## config.mk

```make
export PLATFORM = sky130hd
export DESIGN_NAME = dlx_decode
export DESIGN_NICKNAME = d
export VERILOG_FILES = /design/src/rtl/dlx_decode.sv
export SDC_FILE = /design/constraint.sdc
export NUM_CORES = 1
export LEC_CHECK = 0
export CAP_MARGIN = 20
export CORE_AREA = 4 4 136 138
export DETAILED_ROUTE_END_ITERATION = 10
export DIE_AREA = 0 0 140 142
export DONT_BUFFER_PORTS = 1
export PLACE_DENSITY = 0.57
export SLEW_MARGIN = 20
export SYNTH_ARGS = -nofsm -noshare
export SYNTH_HDL_FRONTEND = slang
export SYNTH_SLANG_ARGS = --single-unit
export TNS_END_PERCENT = 50
```

## constraint.sdc

```tcl
create_clock -name clk -period 9.92 [get_ports clk]
set_input_delay 0.992 -clock clk [delete_from_list [all_inputs] [get_ports clk]]
set_output_delay 0.992 -clock clk [all_outputs]
set_load 0.01 [all_outputs]
```

## src/rtl/dlx_decode.sv

```systemverilog
// DLX instruction decode stage: field extraction, write-back bypass, load-use
// hazard detection and the ID/EX pipeline register.
module dlx_decode (
    input  logic        clk,
    input  logic        rst,
    input  logic        if_valid,
    input  logic [31:0] if_instr,
    input  logic [31:0] if_pc,
    output logic        id_ready,
    output logic [4:0]  Rs1,
    output logic [4:0]  Rs2,
    input  logic [31:0] S1,
    input  logic [31:0] S2,
    input  logic        WB,
    input  logic [4:0]  Rd,
    input  logic [31:0] reg_s,
    input  logic        flush,
    input  logic        ex_ready,
    output logic        ex_valid,
    output logic [5:0]  ex_op,
    output logic [10:0] ex_func,
    output logic [31:0] ex_a,
    output logic [31:0] ex_b,
    output logic [31:0] ex_imm,
    output logic [4:0]  ex_rd,
    output logic        ex_wb,
    output logic        ex_load,
    output logic [31:0] ex_pc,
    output logic [15:0] stall_cnt
);

    typedef enum logic [5:0] {
        OP_RTYPE = 6'h00,
        OP_J     = 6'h02,
        OP_JAL   = 6'h03,
        OP_BEQZ  = 6'h04,
        OP_BNEZ  = 6'h05,
        OP_ANDI  = 6'h0C,
        OP_ORI   = 6'h0D,
        OP_XORI  = 6'h0E,
        OP_JR    = 6'h12,
        OP_LB    = 6'h20,
        OP_LH    = 6'h21,
        OP_LW    = 6'h23,
        OP_LBU   = 6'h24,
        OP_LHU   = 6'h25,
        OP_SB    = 6'h28,
        OP_SH    = 6'h29,
        OP_SW    = 6'h2B
    } opcode_e;

    logic [5:0]  op;
    logic        is_r, is_jump, is_store, is_load, no_wb_op;
    logic        use_rs1, use_rs2;
    logic [4:0]  dest;
    logic        dec_wb;
    logic [31:0] dec_imm;
    logic [10:0] dec_func;
    logic [31:0] opnd_a, opnd_b;
    logic        hold, hazard;

    logic        ex_valid_q, ex_valid_d;
    logic [5:0]  ex_op_q, ex_op_d;
    logic [10:0] ex_func_q, ex_func_d;
    logic [31:0] ex_a_q, ex_a_d, ex_b_q, ex_b_d, ex_imm_q, ex_imm_d, ex_pc_q, ex_pc_d;
    logic [4:0]  ex_rd_q, ex_rd_d;
    logic        ex_wb_q, ex_wb_d, ex_load_q, ex_load_d;
    logic [15:0] stall_q, stall_d;

    assign op  = if_instr[31:26];
    assign Rs1 = if_instr[25:21];
    assign Rs2 = if_instr[20:16];

    always_comb begin
        is_r     = (op == OP_RTYPE);
        is_jump  = (op == OP_J) || (op == OP_JAL);
        is_store = (op == OP_SB) || (op == OP_SH) || (op == OP_SW);
        is_load  = (op == OP_LB) || (op == OP_LH) || (op == OP_LW) ||
                   (op == OP_LBU) || (op == OP_LHU);
        no_wb_op = is_store || (op == OP_BEQZ) || (op == OP_BNEZ) ||
                   (op == OP_J) || (op == OP_JR);
        use_rs1  = !is_jump;
        use_rs2  = is_r || is_store;

        if (is_r)              dest = if_instr[15:11];
        else if (op == OP_JAL) dest = 5'd31;
        else                   dest = if_instr[20:16];
        dec_wb = !no_wb_op && (dest != 5'd0);

        if (is_jump)
            dec_imm = {{6{if_instr[25]}}, if_instr[25:0]};
        else if ((op == OP_ANDI) || (op == OP_ORI) || (op == OP_XORI))
            dec_imm = {16'h0000, if_instr[15:0]};
        else
            dec_imm = {{16{if_instr[15]}}, if_instr[15:0]};

        dec_func = is_r ? if_instr[10:0] : '0;

        // r0 reads as zero even if the write-back port targets it
        if (Rs1 == 5'd0)              opnd_a = '0;
        else if (WB && (Rd == Rs1))   opnd_a = reg_s;
        else                          opnd_a = S1;
        if (Rs2 == 5'd0)              opnd_b = '0;
        else if (WB && (Rd == Rs2))   opnd_b = reg_s;
        else                          opnd_b = S2;
    end

    assign hold   = ex_valid_q && !ex_ready;
    assign hazard = if_valid && ex_valid_q && ex_load_q && ex_wb_q && (ex_rd_q != 5'd0) &&
                    ((use_rs1 && (ex_rd_q == Rs1)) || (use_rs2 && (ex_rd_q == Rs2)));
    assign id_ready = flush || (!hold && !hazard);

    always_comb begin
        ex_valid_d = ex_valid_q;
        ex_op_d    = ex_op_q;
        ex_func_d  = ex_func_q;
        ex_a_d     = ex_a_q;
        ex_b_d     = ex_b_q;
        ex_imm_d   = ex_imm_q;
        ex_rd_d    = ex_rd_q;
        ex_wb_d    = ex_wb_q;
        ex_load_d  = ex_load_q;
        ex_pc_d    = ex_pc_q;
        stall_d    = stall_q;
        if (flush) begin
            ex_valid_d = 1'b0;
        end else if (hold) begin
            ex_valid_d = ex_valid_q;
        end else if (hazard) begin
            ex_valid_d = 1'b0;
            if (stall_q != 16'hFFFF) stall_d = stall_q + 16'd1;
        end else if (if_valid) begin
            ex_valid_d = 1'b1;
            ex_op_d    = op;
            ex_func_d  = dec_func;
            ex_a_d     = opnd_a;
            ex_b_d     = opnd_b;
            ex_imm_d   = dec_imm;
            ex_rd_d    = dest;
            ex_wb_d    = dec_wb;
            ex_load_d  = is_load;
            ex_pc_d    = if_pc;
        end else begin
            ex_valid_d = 1'b0;
        end
    end

    always_ff @(posedge clk or posedge rst) begin
        if (rst) begin
            ex_valid_q <= 1'b0;
            ex_op_q    <= '0;
            ex_func_q  <= '0;
            ex_a_q     <= '0;
            ex_b_q     <= '0;
            ex_imm_q   <= '0;
            ex_rd_q    <= '0;
            ex_wb_q    <= 1'b0;
            ex_load_q  <= 1'b0;
            ex_pc_q    <= '0;
            stall_q    <= '0;
        end else begin
            ex_valid_q <= ex_valid_d;
            ex_op_q    <= ex_op_d;
            ex_func_q  <= ex_func_d;
            ex_a_q     <= ex_a_d;
            ex_b_q     <= ex_b_d;
            ex_imm_q   <= ex_imm_d;
            ex_rd_q    <= ex_rd_d;
            ex_wb_q    <= ex_wb_d;
            ex_load_q  <= ex_load_d;
            ex_pc_q    <= ex_pc_d;
            stall_q    <= stall_d;
        end
    end

    assign ex_valid  = ex_valid_q;
    assign ex_op     = ex_op_q;
    assign ex_func   = ex_func_q;
    assign ex_a      = ex_a_q;
    assign ex_b      = ex_b_q;
    assign ex_imm    = ex_imm_q;
    assign ex_rd     = ex_rd_q;
    assign ex_wb     = ex_wb_q;
    assign ex_load   = ex_load_q;
    assign ex_pc     = ex_pc_q;
    assign stall_cnt = stall_q;

endmodule

```

# [After elaboration in Yosys (flattened, before gate mapping)]
# Cells that the tools add are included.
[totals] register_bits=169 in_bits=171 elab_cells=90 out_inout_bits=180
[op_classes] n_mux=13 n_reduce_logical=40 bitwise_logic=3 eq_ne=22 n_addsub=1
[ops] cell="$mux 32" count=6
[ops] cell="$eq 6x6->1 const B" count=8
[ops] cell="$eq 5x5->1" count=4
[ops] cell="$eq 6x4->1 const B" count=3
[ops] cell="$add 16x1->16 const B" count=1
[ops] cell="$logic_or 1x1->1" count=16
[ops] cell="$ne 16x16->1 const B" count=1
[ops] cell="$eq 6x2->1 const B" count=2
[ops] cell="$eq 6x3->1 const B" count=2
[ops] cell="$logic_and 1x1->1" count=12
[ops] cell="$mux 11" count=1
[ops] cell="$logic_not 5->1" count=2
[ops] cell="$mux 5" count=2
[ops] cell="$reduce_bool 5->1" count=2
[ops] cell="$reduce_and 4->1" count=2
[ops] cell="$eq 6x5->1 const B" count=1
[ops] cell="$logic_not 6->1" count=1
[ops] cell="$logic_not 1->1" count=5
[ops] cell="$mux 1" count=4
[ops] cell="$not 1->1" count=3
[ops] cell="$ne 2x2->1 const B" count=1

# [Depth between registers and ports, before layout]
[logic_depth] ltp_word=10 mapped_depth=10 depth_no_buf=7

# [Worst setup path after synthesis]
# Ideal clock, no wire load.
[synth_path] path_kind="input -> output" startpoint="in if_instr[29]" endpoint="out id_ready" n_path_buf=3 arrival_ps=2696 slack_ps=6232 required_time_ps=8928 stages=8 path_cell_list="buf_2 or4_4 nor2_1 or4_2 a21oi_2 buf_2 clkbuf_1 o21bai_1"
[synth_between] elab_chain_len=10 elab_cells_between_ends=18 cone_classes="5 x eq/ne; 13 x reduce/logical"
[synth_rtl] element="from (decl)" line="7" rtl="input logic [31:0] if_instr,"
[synth_rtl] element="$eq 6x6->1" line="77" rtl="is_store = (op == OP_SB) || (op == OP_SH) || (op == OP_SW);"
[synth_rtl] element="$logic_or 1x1->1 (2 in series)" line="77"
[synth_rtl] element="$logic_or 1x1->1" line="83" rtl="use_rs2 = is_r || is_store;"
[synth_rtl] element="$logic_and 1x1->1" line="110" rtl="((use_rs1 && (ex_rd_q == Rs1)) || (use_rs2 && (ex_rd_q == Rs2)));"
[synth_rtl] element="$logic_or 1x1->1 *" line="110"
[synth_rtl] element="$logic_and 1x1->1 *" line="109" rtl="assign hazard = if_valid && ex_valid_q && ex_load_q && ex_wb_q && (ex_rd_q != 5'd0) &&"
[synth_rtl] element="$logic_not 1->1 *" line="111" rtl="assign id_ready = flush || (!hold && !hazard);"
[synth_rtl] element="$logic_and 1x1->1 *" line="111"
[synth_rtl] element="$logic_or 1x1->1 *" line="111"
[synth_rtl] element="to (decl)" line="9" rtl="output logic id_ready,"
# Every way passes the cells marked *; elsewhere a longest branch is shown, timed or not.

# [Worst setup path after layout]
[layout_path] startpoint="in if_instr[31]" endpoint="out id_ready"
# Same word-level chain as after synthesis.

==> summary.txt <==
Critical path
  – FF-to-FF path depth: 6
  – Worst R2R End: ex_imm[14]$_DFFE_PP0P_
  – Reg2Reg Setup Slack: 6.45 ns
  – R2R Path Start: ex_rd[2]$_DFFE_PP0P_
  – Critical path destination: id_ready
  – Crit path arrival time: between 3 and 4 ns
  – Critical path endpoint category: output pin
  – Worst-path fanout max: 93
  – Critical Path RT: ~9 ns
  – Worst setup path start: if_instr[31]
  – CP startpoint kind: input pin
  – Crit Path Category: input pin to output pin

Global route
  – Vias in the first global route: 5648
  – Antenna violations before repair: 1
  – GR Overflow Total: 0
  – Pin count of the biggest net entering global routing: 101
  – First-pass GRT wire length: 35.10 mm
  – GRT Overall Usage: a little under a quarter

STA
  – Total negative slack: 0 ns
  – Fin crit period: approximately 4.2 ns
  – Final setup vio count: 0
  – Least-Margin Pin Slew: 1.042 ns
  – RSZ-0062 raised after global routing: no
  – Final period utilization: 42.66%
  – Final Hold Viols: 0
  – Final slew viol count: 0
  – Normalized max-slew margin: 30.51%
  – Clk_skew: 0.008285 ns
  – FMAX: 0.2363 GHz

Logic synthesis
  – Synth top cells by count: dfrtp_1, o21ai_0, mux2i_1
  – Syn Area/Cell: 11.55 um^2
  – Fraction of registers with async set/reset: 100.0%
  – Area leader, netlist: dfrtp_1
  – Synth Warn #: 0
  – Synth area leaders: dfrtp_1, mux2i_1, o21ai_0
  – Unique masters post-synth: 45
  – Seq/Total Area, Yosys: 51.23%
  – EDFF count, synth: 0
  – #FFs+latches synth: 163
  – Top-count cell post-synth: dfrtp_1
  – Syn nets: between 800 and 900
  – Synthesized area: between 0.007 and 0.008 mm^2
  – Primary FF master, synth: dfrtp_1
  – Area share of the largest cell type after synthesis: approximately 51%
  – Cells after Synth: 689

CTS
  – Worst-skew pair later-pin latency: roughly 0.42 ns
  – Post-CTS Setup Inserts: 0
  – Clock Sinks: 163
  – H-tree Lvls: 4
  – Post-CTS Resized: 0
  – Root Driver: clkbuf_16
  – CTS max path bufs: 2
  – CTS tree: done
  – Clk pin slew, worst setup/hold paths: about 0.06 ns
  – Hold-fix buffers, CTS: 0
  – CTS Buf Count: 17

Placed design
  – Buffers on Ports: 0
  – Cell Area, Placed: 0.007865 mm^2
  – Post-DP HPWL: 16.18 mm
  – Placer Congestion: about 0.8

Drt
  – 1st-iter DRT viols: 353
  – Via count: 5477
  – DRC: 0
  – Detailed Route WL: about 23 mm
  – Pre-antenna DRT Iters: 5
  – Final ANT Viol Nets: 0
  – WL per Instance: approximately 26 um
  – DR vias/cell: between 6 and 7

Cells and area
  – Layout cell share with drive strength beyond 1: between 10% and 20%
  – Fin area: 0.008452 mm^2
  – Layout fillers: 1580
  – Nets: 806
  – Register area: slightly above 0.004 mm^2
  – Area Growth Syn to Fin: 6.161%
  – Area of the multi-input gates: around 0.0035 mm^2

Floorplanning
  – Core Footprint: roughly 0.017 mm^2
  – Starting Density: 46.35%
  – # rows: 48
  – # IOs: roughly 350
  – Die ar.: between 0.015 and 0.02 mm^2
  – Die Height: 142 um
  – Die Wd: 140 um

Pwr
  – Power Dens Cells: ~200 mW/mm^2
  – Leak Pwr: between 3 and 4 nW
  – IR Drop Worst-Case VDD: 0.0001120 V

Hold path
  – HP Class: input pin to asynchronous set/reset pin

Status
  – Status: finished clean

Run
  – Max-cap violation count: 0
## routing by layer
metal	part of all wire, %	routed length, um	global-route usage (%)
met5	0	0	0
met4	2.4	550	7.751
met3	11	2419	9.778
met1	36	8243	26.15
met2	51	11640	37.93
## worst min-delay path by stage
stage / slack, ns / end / startpoint / cells after the start
detailed placement: 0.55 / stall_cnt[6]$_DFFE_PP0P_ / stall_cnt[6]$_DFFE_PP0P_ / 1
floorplan: 0.52 / stall_cnt[6]$_DFFE_PP0P_ / stall_cnt[6]$_DFFE_PP0P_ / 1
finish: 0.53 / ex_pc[17]$_DFFE_PP0P_ / rst / 1
global placement: 0.56 / ex_pc[31]$_DFFE_PP0P_ / ex_pc[31]$_DFFE_PP0P_ / 1
global route: 0.58 / stall_cnt[6]$_DFFE_PP0P_ / stall_cnt[6]$_DFFE_PP0P_ / 1
CTS: 0.57 / ex_pc[24]$_DFFE_PP0P_ / rst / 1
## kinds of logic (layout without fill, tap and decap cells)
logic type / after synthesis / in the layout / synth area share, %
compound gates: 215 / 215 / 18.07
flops: 163 / 163 / 51.23
mux: 120 / 120 / 15.97
buf+inv: 83 / 39 / 5.752
simple gates: 72 / 72 / 4.966
xor+xnor: 35 / 35 / 3.850
fa+ha+maj: 1 / 1 / 0.1571
other cells: 0 / 1 / 0
## layout by cell type (no fill, tap or decap), drive strengths merged, types with 2 or more instances in the layout
master,n
or2,3
o21ai,125
mux2i,64
xnor2,23
a21oi,13
nand2,15
nor3,2
and4,3
mux2,56
nand2b,2
and2,2
and3,7
inv,7
nand3,11
nor4,3
xor2,12
clkinvlp,5
o31a,2
dfrtp,163
nand4,8
or4,5
nor2,8
clkbuf,20
or3,2
o31ai,64
buf,5
o22ai,4
## through the flow
stage	total power, W	hold WS (ns)	util (%)	setup WS [ns]	cells
floorplan	0.001021	0.5193	-	4.523	689
global placement	0.001061	0.5574	45.79	5.617	839
detailed placement	0.001069	0.5544	45.79	5.546	839
CTS	0.001697	0.5662	48.99	5.665	869
global route	0.001759	0.5847	49.21	5.509	871
finish	0.001676	0.5311	49.21	5.689	871
## state kept, by name, summed over array words and instances (netlist names)
name / cells
ex_a: 32
ex_b: 32
ex_pc: 32
ex_imm: 26
stall_cnt: 16
ex_func: 11
ex_op: 6
ex_rd: 5
ex_load: 1
ex_valid: 1
ex_wb: 1
## worst max-delay path: stages
cell and delay (ns):
or4_4 0.54, nor2_1 0.56, or4_2 0.29, a21oi_4 0.06
buf_4 0.38, o21bai_1 0.40
## power breakdown
part           switching (W)  total [W]  internal, W  leakage [nW]
sequential          0.000126   0.000882     0.000756          2.03
combinational      0.0000881   0.000172    0.0000834         0.993
clock               0.000271   0.000623     0.000352         0.252
## layout make-up
cell class	count	share of cell area [%]
antenna	1	0.02961
clock buffer	20	5.285
clock inverter	10	1.214
inverter	4	0.2369
multi-input combinational	443	40.87
sequential	163	48.26
tap	225	3.331
timing repair buffer	5	0.7698
(Power assumes the default switching activity.)
